## config.mk

```make
export PLATFORM = sky130hd
export DESIGN_NAME = hbconsole
export DESIGN_NICKNAME = d
export VERILOG_FILES = /design/src/rtl/hbconsole_pkg.sv /design/src/rtl/hbconsole_rxdemux.sv /design/src/rtl/hbconsole.sv
export SDC_FILE = /design/constraint.sdc
export NUM_CORES = 1
export LEC_CHECK = 0
export ABC_CLOCK_PERIOD_IN_PS = 2600
export BUFFER_PORTS_ARGS = -buffer_cell sky130_fd_sc_hd__buf_4
export CAP_MARGIN = 0
export CORE_ASPECT_RATIO = 1.2
export CORE_MARGIN = 2
export CORE_UTILIZATION = 30
export CTS_BUF_LIST = sky130_fd_sc_hd__clkbuf_16
export CTS_CLUSTER_DIAMETER = 80
export CTS_CLUSTER_SIZE = 24
export DETAILED_ROUTE_END_ITERATION = 6
export PLACE_DENSITY_LB_ADDON = 0.2
export SYNTH_ARGS = -nofsm -noshare
export SYNTH_HDL_FRONTEND = slang
export SYNTH_SLANG_ARGS = --single-unit
```

## constraint.sdc

```tcl
create_clock -name i_clk -period 2.6 [get_ports i_clk]
set_input_delay 0.13 -clock i_clk [delete_from_list [all_inputs] [get_ports i_clk]]
set_output_delay 0.13 -clock i_clk [all_outputs]
set_load 0.01 [all_outputs]
```

## src/rtl/hbconsole_pkg.sv

```systemverilog
// hbconsole_pkg: shared state encoding, constants and tag helper for the
// console/hexbus UART multiplexer.
package hbconsole_pkg;

  typedef enum logic [1:0] {
    S_IDLE   = 2'd0,
    S_HBLOCK = 2'd1,
    S_LF     = 2'd2
  } state_t;

  localparam logic [6:0] HB_NEWLINE = 7'h0a;
  localparam logic [7:0] CON_CR     = 8'h0d;
  localparam int         TAG_BIT    = 7;

  // Build a UART byte from a channel tag and a 7-bit payload
  function automatic logic [7:0] tag_byte(input logic i_is_hb, input logic [6:0] i_data);
    return {i_is_hb, i_data};
  endfunction

endpackage

```

## src/rtl/hbconsole_rxdemux.sv

```systemverilog
// hbconsole_rxdemux: registered split of the UART receive stream into the
// hexbus and console channels using the tag bit.
module hbconsole_rxdemux
  import hbconsole_pkg::*;
(
  input  logic       i_clk,
  input  logic       i_rst_n,
  input  logic       i_rx_stb,
  input  logic [7:0] i_rx_data,
  output logic       o_hb_stb,
  output logic [6:0] o_hb_data,
  output logic       o_con_stb,
  output logic [6:0] o_con_data
);

  logic       r_hb_stb;
  logic [6:0] r_hb_data;
  logic       r_con_stb;
  logic [6:0] r_con_data;

  // Route each received byte to one channel; strobes last exactly one cycle
  always_ff @(posedge i_clk or negedge i_rst_n) begin
    if (!i_rst_n) begin
      r_hb_stb   <= 1'b0;
      r_hb_data  <= '0;
      r_con_stb  <= 1'b0;
      r_con_data <= '0;
    end else begin
      r_hb_stb  <= i_rx_stb && i_rx_data[TAG_BIT];
      r_con_stb <= i_rx_stb && !i_rx_data[TAG_BIT];
      if (i_rx_stb && i_rx_data[TAG_BIT])
        r_hb_data <= i_rx_data[6:0];
      if (i_rx_stb && !i_rx_data[TAG_BIT])
        r_con_data <= i_rx_data[6:0];
    end
  end

  assign o_hb_stb   = r_hb_stb;
  assign o_hb_data  = r_hb_data;
  assign o_con_stb  = r_con_stb;
  assign o_con_data = r_con_data;

endmodule

```

## src/rtl/hbconsole.sv

```systemverilog
// hbconsole: merges the console transmit stream and the hexbus response
// stream onto one tagged UART channel, and splits the receive side back.
// Hexbus words (terminated by newline) are sent atomically; a watchdog frees
// the word lock if the hexbus source stalls mid-word.
// Optional build macro HBCONSOLE_CRLF_EN expands console newline into CR LF.
module hbconsole
  import hbconsole_pkg::*;
#(
  parameter int LGWATCHDOG = 10
) (
  input  logic       i_clk,
  input  logic       i_rst_n,
  input  logic       i_rx_stb,
  input  logic [7:0] i_rx_data,
  output logic       o_hb_rx_stb,
  output logic [6:0] o_hb_rx_data,
  output logic       o_console_stb,
  output logic [6:0] o_console_data,
  input  logic       i_console_stb,
  input  logic [6:0] i_console_data,
  output logic       o_console_busy,
  input  logic       i_hb_stb,
  input  logic [6:0] i_hb_data,
  output logic       o_hb_busy,
  output logic       o_tx_stb,
  output logic [7:0] o_tx_data,
  input  logic       i_tx_busy
);

  logic                  r_tx_valid;
  logic [7:0]            r_tx_data;
  state_t                r_state;
  logic [LGWATCHDOG-1:0] r_wdog;

  logic w_hb_accept;
  logic w_con_accept;
  logic w_tx_done;
  logic w_wdog_expired;

  hbconsole_rxdemux u_rxdemux (
    .i_clk      (i_clk),
    .i_rst_n    (i_rst_n),
    .i_rx_stb   (i_rx_stb),
    .i_rx_data  (i_rx_data),
    .o_hb_stb   (o_hb_rx_stb),
    .o_hb_data  (o_hb_rx_data),
    .o_con_stb  (o_console_stb),
    .o_con_data (o_console_data)
  );

  // Backpressure depends only on the output register, the state and whether
  // the hexbus is asking, so the UART busy line never reaches a source.
  assign o_hb_busy      = r_tx_valid || (r_state == S_LF);
  assign o_console_busy = r_tx_valid || (r_state != S_IDLE) || i_hb_stb;

  assign w_hb_accept    = i_hb_stb && !o_hb_busy;
  assign w_con_accept   = i_console_stb && !o_console_busy;
  assign w_tx_done      = r_tx_valid && !i_tx_busy;
  assign w_wdog_expired = (r_state == S_HBLOCK) && (&r_wdog);

  // Arbiter state machine, transmit register and word-lock watchdog
  always_ff @(posedge i_clk or negedge i_rst_n) begin
    if (!i_rst_n) begin
      r_tx_valid <= 1'b0;
      r_tx_data  <= '0;
      r_state    <= S_IDLE;
      r_wdog     <= '0;
    end else begin
      if (w_tx_done)
        r_tx_valid <= 1'b0;

      case (r_state)
        S_IDLE: begin
          if (w_hb_accept) begin
            r_tx_valid <= 1'b1;
            r_tx_data  <= tag_byte(1'b1, i_hb_data);
            if (i_hb_data != HB_NEWLINE)
              r_state <= S_HBLOCK;
          end else if (w_con_accept) begin
            r_tx_valid <= 1'b1;
            r_tx_data  <= tag_byte(1'b0, i_console_data);
`ifdef HBCONSOLE_CRLF_EN
            if (i_console_data == HB_NEWLINE) begin
              r_tx_data <= CON_CR;
              r_state   <= S_LF;
            end
`endif
          end
        end

        S_HBLOCK: begin
          if (w_hb_accept) begin
            r_tx_valid <= 1'b1;
            r_tx_data  <= tag_byte(1'b1, i_hb_data);
            if (i_hb_data == HB_NEWLINE)
              r_state <= S_IDLE;
          end else if (w_wdog_expired) begin
            r_state <= S_IDLE;
          end
        end

        S_LF: begin
`ifdef HBCONSOLE_CRLF_EN
          if (!r_tx_valid) begin
            r_tx_valid <= 1'b1;
            r_tx_data  <= tag_byte(1'b0, HB_NEWLINE);
            r_state    <= S_IDLE;
          end
`else
          r_state <= S_IDLE;
`endif
        end

        default: r_state <= S_IDLE;
      endcase

      if ((r_state != S_HBLOCK) || w_hb_accept || w_wdog_expired)
        r_wdog <= '0;
      else if (!i_hb_stb)
        r_wdog <= r_wdog + 1'b1;
    end
  end

  assign o_tx_stb  = r_tx_valid;
  assign o_tx_data = r_tx_data;

endmodule

```

# [Word-level counts from Yosys, hierarchy flattened]
# Index checks and enable logic that the tools add are counted.
[totals] reg_bits=37 inputBits=28 output_inout_bits=27 word_cells=59
[op_classes] addsub=1 n_eq_ne=12 n_mux=17 reduce_logical=21
[ops] op="2-to-1 mux 8 bit" n=3
[ops] op="2-to-1 mux 10 bit" n=2
[ops] op="one-hot mux 8 bit (2 select lines)" n=1
[ops] op="adder 10 x 1 -> 10 bit (second input constant)" n=1
[ops] op="2-to-1 mux 2 bit" n=5
[ops] op="AND reduction 10 bit" n=1
[ops] op="equality test 7 x 4 -> 1 bit (second input constant)" n=1
[ops] op="inequality test 7 x 4 -> 1 bit (second input constant)" n=1
[ops] op="logical AND 1 bit" n=6
[ops] op="inequality test 2 bit (second input constant)" n=3
[ops] op="inequality test 3 bit (second input constant)" n=2
[ops] op="logical OR 1 bit" n=5
[ops] op="zero test 1 bit" n=4
[ops] op="2-to-1 mux 1 bit" n=4
[ops] op="inequality test 2 x 1 -> 1 bit (second input constant)" n=2
[ops] op="one-hot mux 2 bit (2 select lines)" n=1
[ops] op="AND reduction 4 bit" n=1
[ops] op="nonzero test 2 bit" n=2
[ops] op="inequality test 3 x 2 -> 1 bit (second input constant)" n=1
[ops] op="AND reduction 3 bit" n=1
[ops] op="equality test 2 x 1 -> 1 bit (second input constant)" n=1
[ops] op="equality test 2 bit (second input constant)" n=1
[ops] op="zero test 2 bit" n=1
[ops] op="one-hot mux 1 bit (2 select lines)" n=1

# [Logic depth before layout (Yosys ltp)]
[depth] depth_word=8 mapped_depth=6 ltp_nobuf=5

# [Cells and area by module]
# From an unflattened synthesis, not the netlist that was laid out.
[unflattened] cells_unflattened=136 area_unflattened_um2=1599.0
[by_module_without_submodules] module="hbconsole" instances=1 cells_each=102 area_per_inst_um2=1013.5 seq_area_each_um2=500.5
[by_module_without_submodules] module="hbconsole_rxdemux" instances=1 cells_each=34 area_per_inst_um2=585.6 seq_area_each_um2=400.4

# [Worst setup path after synthesis]
# No wires, ideal clock.
[synth_path] path_kind="reg2reg" from="reg r_wdog[0]" to="reg r_wdog[6]" setup_time_ns=0.129 arrival_ns=1.138 t_required_ns=2.471 path_slack_ns=1.333 path_stages_with_launch=6 path_buffers=0 synth_period_minus_slack_ns=1.267 cell_sequence="dfrtp_1 ha_1 and3b_1 nand4_1 xor2_1 nor2_1"
[synth_via] elab_chain_len=4 elab_cells_between_ends=7 classes_between="add/sub (1); eq/ne (1); mux (2); reduce/logical (3)"
[synth_lines] element="start: declaration" line="hbconsole.sv:33" source="logic [LGWATCHDOG-1:0] r_wdog;"
[synth_lines] element="start signal: assignment" line="hbconsole.sv:120" source="r_wdog <= r_wdog + 1'b1;"
[synth_lines] element="branches (longest 4 deep; another with adder 10 x 1 -> 10 bit)"
# Parallel ways; which one is timed is not known. The select of a mux whose other input is x is not followed.
# A chain may end at the register's enable or synchronous reset.

# [Worst setup path in the final report]
[layout_path] from="reg r_tx_valid, in the netlist o_tx_stb" to="reg r_tx_data[5], in the netlist o_tx_data[5]"
[layout_via] elab_chain_len=6 elab_cells_between_ends=12 classes_between="eq/ne (2); mux (2); reduce/logical (8)"
[layout_lines] element="start: declaration" line="hbconsole.sv:30" source="logic r_tx_valid;"
[layout_lines] element="start signal: assignment" line="hbconsole.sv:64" source="r_tx_valid <= 1'b0;"
[layout_lines] element="start signal: assignment" line="hbconsole.sv:70" source="r_tx_valid <= 1'b0;"
[layout_lines] element="start signal: assignment" line="hbconsole.sv:75" source="r_tx_valid <= 1'b1;"
[layout_lines] element="logical OR 1 bit (2 in a row)" line="hbconsole.sv:54" source="assign o_console_busy = r_tx_valid || (r_state != S_IDLE) || i_hb_stb;"
[layout_lines] element="zero test 1 bit" line="hbconsole.sv:57" source="assign w_con_accept = i_console_stb && !o_console_busy;"
[layout_lines] element="logical AND 1 bit" line="hbconsole.sv:57"
[layout_lines] element="inequality test 3 bit (no source line)"
[layout_lines] element="AND reduction 3 bit (no source line)"
[layout_lines] element="end signal: assignment" line="hbconsole.sv:76" source="r_tx_data <= tag_byte(1'b1, i_hb_data);"
[layout_lines] element="end signal: assignment" line="hbconsole.sv:81" source="r_tx_data <= tag_byte(1'b0, i_console_data);"
[layout_lines] element="end signal: assignment" line="hbconsole.sv:94" source="r_tx_data <= tag_byte(1'b1, i_hb_data);"
[layout_lines] element="end: declaration" line="hbconsole.sv:31" source="logic [7:0] r_tx_data;"
# Several ways; a longest one is shown, not always the timed one.

==> metrics.md <==
| Metric | Value |
|---|---|
| Outcome | completed |
| Number of buffers inserted by port buffering | 54 |
| Sequential share of the synthesized area | 57.28% |
| Number of buffers and inverters on the critical path | 0 |
| Source of the worst hold timing path | i_tx_busy |
| Total power per unit cell area | 852.4 nW/um^2 |
| Max-cap violation count | 0 |
| Clk Tree Root Cell | clkbuf_16 |
| Pin count of the biggest net entering global routing | 37 |
| List of cells traversed by the critical path | nand2b_1 > nor2b_1 > mux2i_1 > o21ai_0 |
| Residual overflow from global routing | 0 |
| CTS tree | yes |
| Setup Buffers After CTS | 0 |
| Kind of cell adding the most delay to the critical path | simple AND/OR/NAND/NOR gates |
| Detailed placement HPWL | 2.488 mm |
| Highest routed metal layer | met4 |
| Nets@finish | 218 |
| Maximum clock frequency | 580.5 MHz |
| Hold Worst Slack | 0.05544 ns |
| Total number of clock tree sinks | 36 |
| Final-layout fill cell count | 474 |
| Library cell contributing the largest single delay on the critical path | nor2b_1 |
| Antenna-violating nets left | 0 |
| Pins over their slew limit | 0 |
| Sum of met2 wire segment lengths after detailed routing | 1.774 mm |
| Multi-input combinational cell area | 633.1 um^2 |
| Ranking of synthesized cells by area | dfrtp_1, mux2_2, mux2i_1 |
| Endpoint type of the worst setup path | flop |
| Vias post-DR | 1,192 |
| Least setup slack across all paths after layout | 0.8773 ns |
| Number of antenna violations at the first check in global routing | 0 |
| Wire length after detailed routing | 3.365 mm |
| Time the final worst path needs with I/O delays and setup | 1.723 ns |
| Share of Yosys cell area claimed by the top area cell type | 57.28% |
| Static Leak | 1.020 nW |
| Initial Utilization | 31.39% |
| Most used DFF post-synth | dfrtp_1 |
| Sequential Area | 900.9 um^2 |
| Global-route usage over all layers | 12.35% |
| Clock network latency to the later pin of the worst-skew pair | 0.27 ns |
| Area of the mapped netlist | 1573 um^2 |
| Number of iterations in the first detailed-routing pass | 4 |
| Number of buffers created by CTS | 5 |
| Crit path largest cell delay | 0.62 ns |
| Maximum fanout count along the critical path | 7 |
| Net count after synthesis | 162 |
| Total placed cells including tap cells | 241 |
| Synth Register Bits | 36 |
| Clock edge transition at the registers on the reported setup and hold paths | 0.06 ns |
| Via count normalized by instance count | 4.768 |
| Category of the worst setup path launch point | flop |
| Worst Hold Class | in2reg |
| Placed inst area | 2022 um^2 |
| Share of flip-flops with an asynchronous set or reset after synthesis | 100.0% |
| Buffers from clock root to sink, at most | 2 |
| Die height | 83.32 um |
| Warnings from Yosys | 0 |
| CTS Hold Buffers Added | 1 |
| Terminus of the critical flop-to-flop path | o_tx_data[5] |
| Total Power | 1.848 mW |
| CP required | 2.72 ns |
| Area of all placed cells without fillers | 2168 um^2 |
| Residual DRC count | 0 |
| Arrival time of data at the critical path endpoint | 1.84 ns |
| Core Util, Final | 43.28% |
| Max transition margin | 39.93% |
| First-pass GRT wire length | 5.733 mm |
| Number of hold violations in the final report | 0 |
| Post-synth EDFFs | 0 |
| Area of the placeable core | 5010 um^2 |
| Synth cell types | 30 |
| Hold endpoint | o_tx_stb |
| TNS Setup | 0 ns |
| Mean instance size in the synthesized netlist | 11.83 um^2 |
| Cell types with the highest counts after synthesis | dfrtp_1, mux2_2, nand2_1, o21ai_0, mux2i_1 |
| Via count of the first global-routing pass | 1,235 |
| Number of rows created at floorplan | 28 |
| Worst reg-to-reg setup slack | 0.88 ns |
| Fin cells | 250 |
| Die area | 5840 um^2 |
| H-tree lvl count | 2 |
| Setup CP Type | reg2reg |
| Setup Slack @ Placement | 0.8805 ns |
| WHS Path Cells | 3 |
| Die span in x | 70.10 um |
| Worst Skew | 0.007118 ns |
| Detailed route wirelength on metal3 | 149 um |
| Largest voltage drop on the vdd net | 0.3543 mV |
| Antenna fix cells | 0 |
| Total of endpoints with negative setup slack in the final report | 0 |
| WL per Instance | 13.46 um |
| Metal1 wirelength | 1.378 mm |
| RSZ-0062 raised after global routing | false |
| Launching point of the worst reg2reg path | o_tx_stb |
| Fraction of final layout cells with drive strength greater than 1 | 40.00% |
| Number of DRC violations after detailed-routing iteration 0 | 45 |
| Final period util | 66.26% |
| Post-cts gate resize count | 0 |
| Transition time of the tightest slew-check pin | 0.8991 ns |
| Most frequent cell after synthesis | dfrtp_1 |
| Layout overhead on the synthesized area | 37.87% |
| Dominant cell type by area after synthesis | dfrtp_1 |
| Boundary pin count | 55 |
| Register-to-Register Path Depth | 4 |
| Gate count after technology mapping | 133 |
| Gp weighted congestion | 0.7393 |
-- metal layers --
layer / global-route usage (%) / vias up
li1: - / 576
met1: 14.32 / 580
met3: 3.883 / 6
met5: 0 / -
met4: 5.420 / 0
met2: 20.78 / 30
-- logic make-up (layout without fill, tap and decap cells) --
| logic type | Yosys count | count (layout) | synth area share [%] |
|---|---|---|---|
| flops | 36 | 36 | 57.28 |
| fa+ha+maj | 1 | 1 | 0.7954 |
| xor+xnor | 6 | 6 | 3.341 |
| compound gates | 19 | 19 | 6.683 |
| buf+inv | 8 | 65 | 2.466 |
| simple gates | 41 | 41 | 14.32 |
| mux | 22 | 22 | 15.12 |
-- where the power goes --
part | internal, mW | switching [mW] | total (mW)
sequential | 0.682 | 0.0849 | 0.767
clock | 0.344 | 0.205 | 0.549
combinational | 0.276 | 0.256 | 0.532
-- flip-flops by register name, indices dropped and copies added, names as in the netlist --
register,count
r_wdog,10
o_tx_data,8
u_rxdemux.o_con_data,7
u_rxdemux.o_hb_data,7
o_tx_stb,1
r_state,1
u_rxdemux.o_con_stb,1
u_rxdemux.o_hb_stb,1
-- worst reg2reg max path, stage by stage (launching register included) --
cell and delay, ns:
dfrtp_1 0.41, nand2b_1 0.18, nor2b_1 0.62, mux2i_1 0.27
o21ai_0 0.09
-- layout make-up --
class                           instances  area share, %
Sequential cell                        36          41.55
Multi-Input combinational cell         89          29.20
Timing Repair Buffer                   55          19.16
Clock buffer                            5          5.770
Tap cell                               60          3.462
Clock inverter                          3         0.5193
Inverter                                2         0.3462
-- layout by cell type, fill, tap and decap left out, drive strengths merged, types with 3 or more instances in the layout --
cell,instances
buf,54
dfrtp,36
nand2,14
mux2,14
o21ai,11
mux2i,8
nor2,7
a21oi,5
clkbuf,5
inv,4
nor2b,4
xor2,4
nand3,3
-- worst max-delay path by stage --
stage,from,endpoint,cells after the start
6_report,o_tx_stb,o_tx_data[5],4
5_1_grt,o_tx_stb,o_tx_data[0],4
4_1_cts,o_tx_stb,o_tx_data[0],4
3_5_place_dp,o_tx_stb,o_tx_data[1],4
3_3_place_gp,o_tx_stb,o_tx_data[4],4
2_1_floorplan,r_wdog[0],r_wdog[6],5
(Power assumes the default switching activity.)
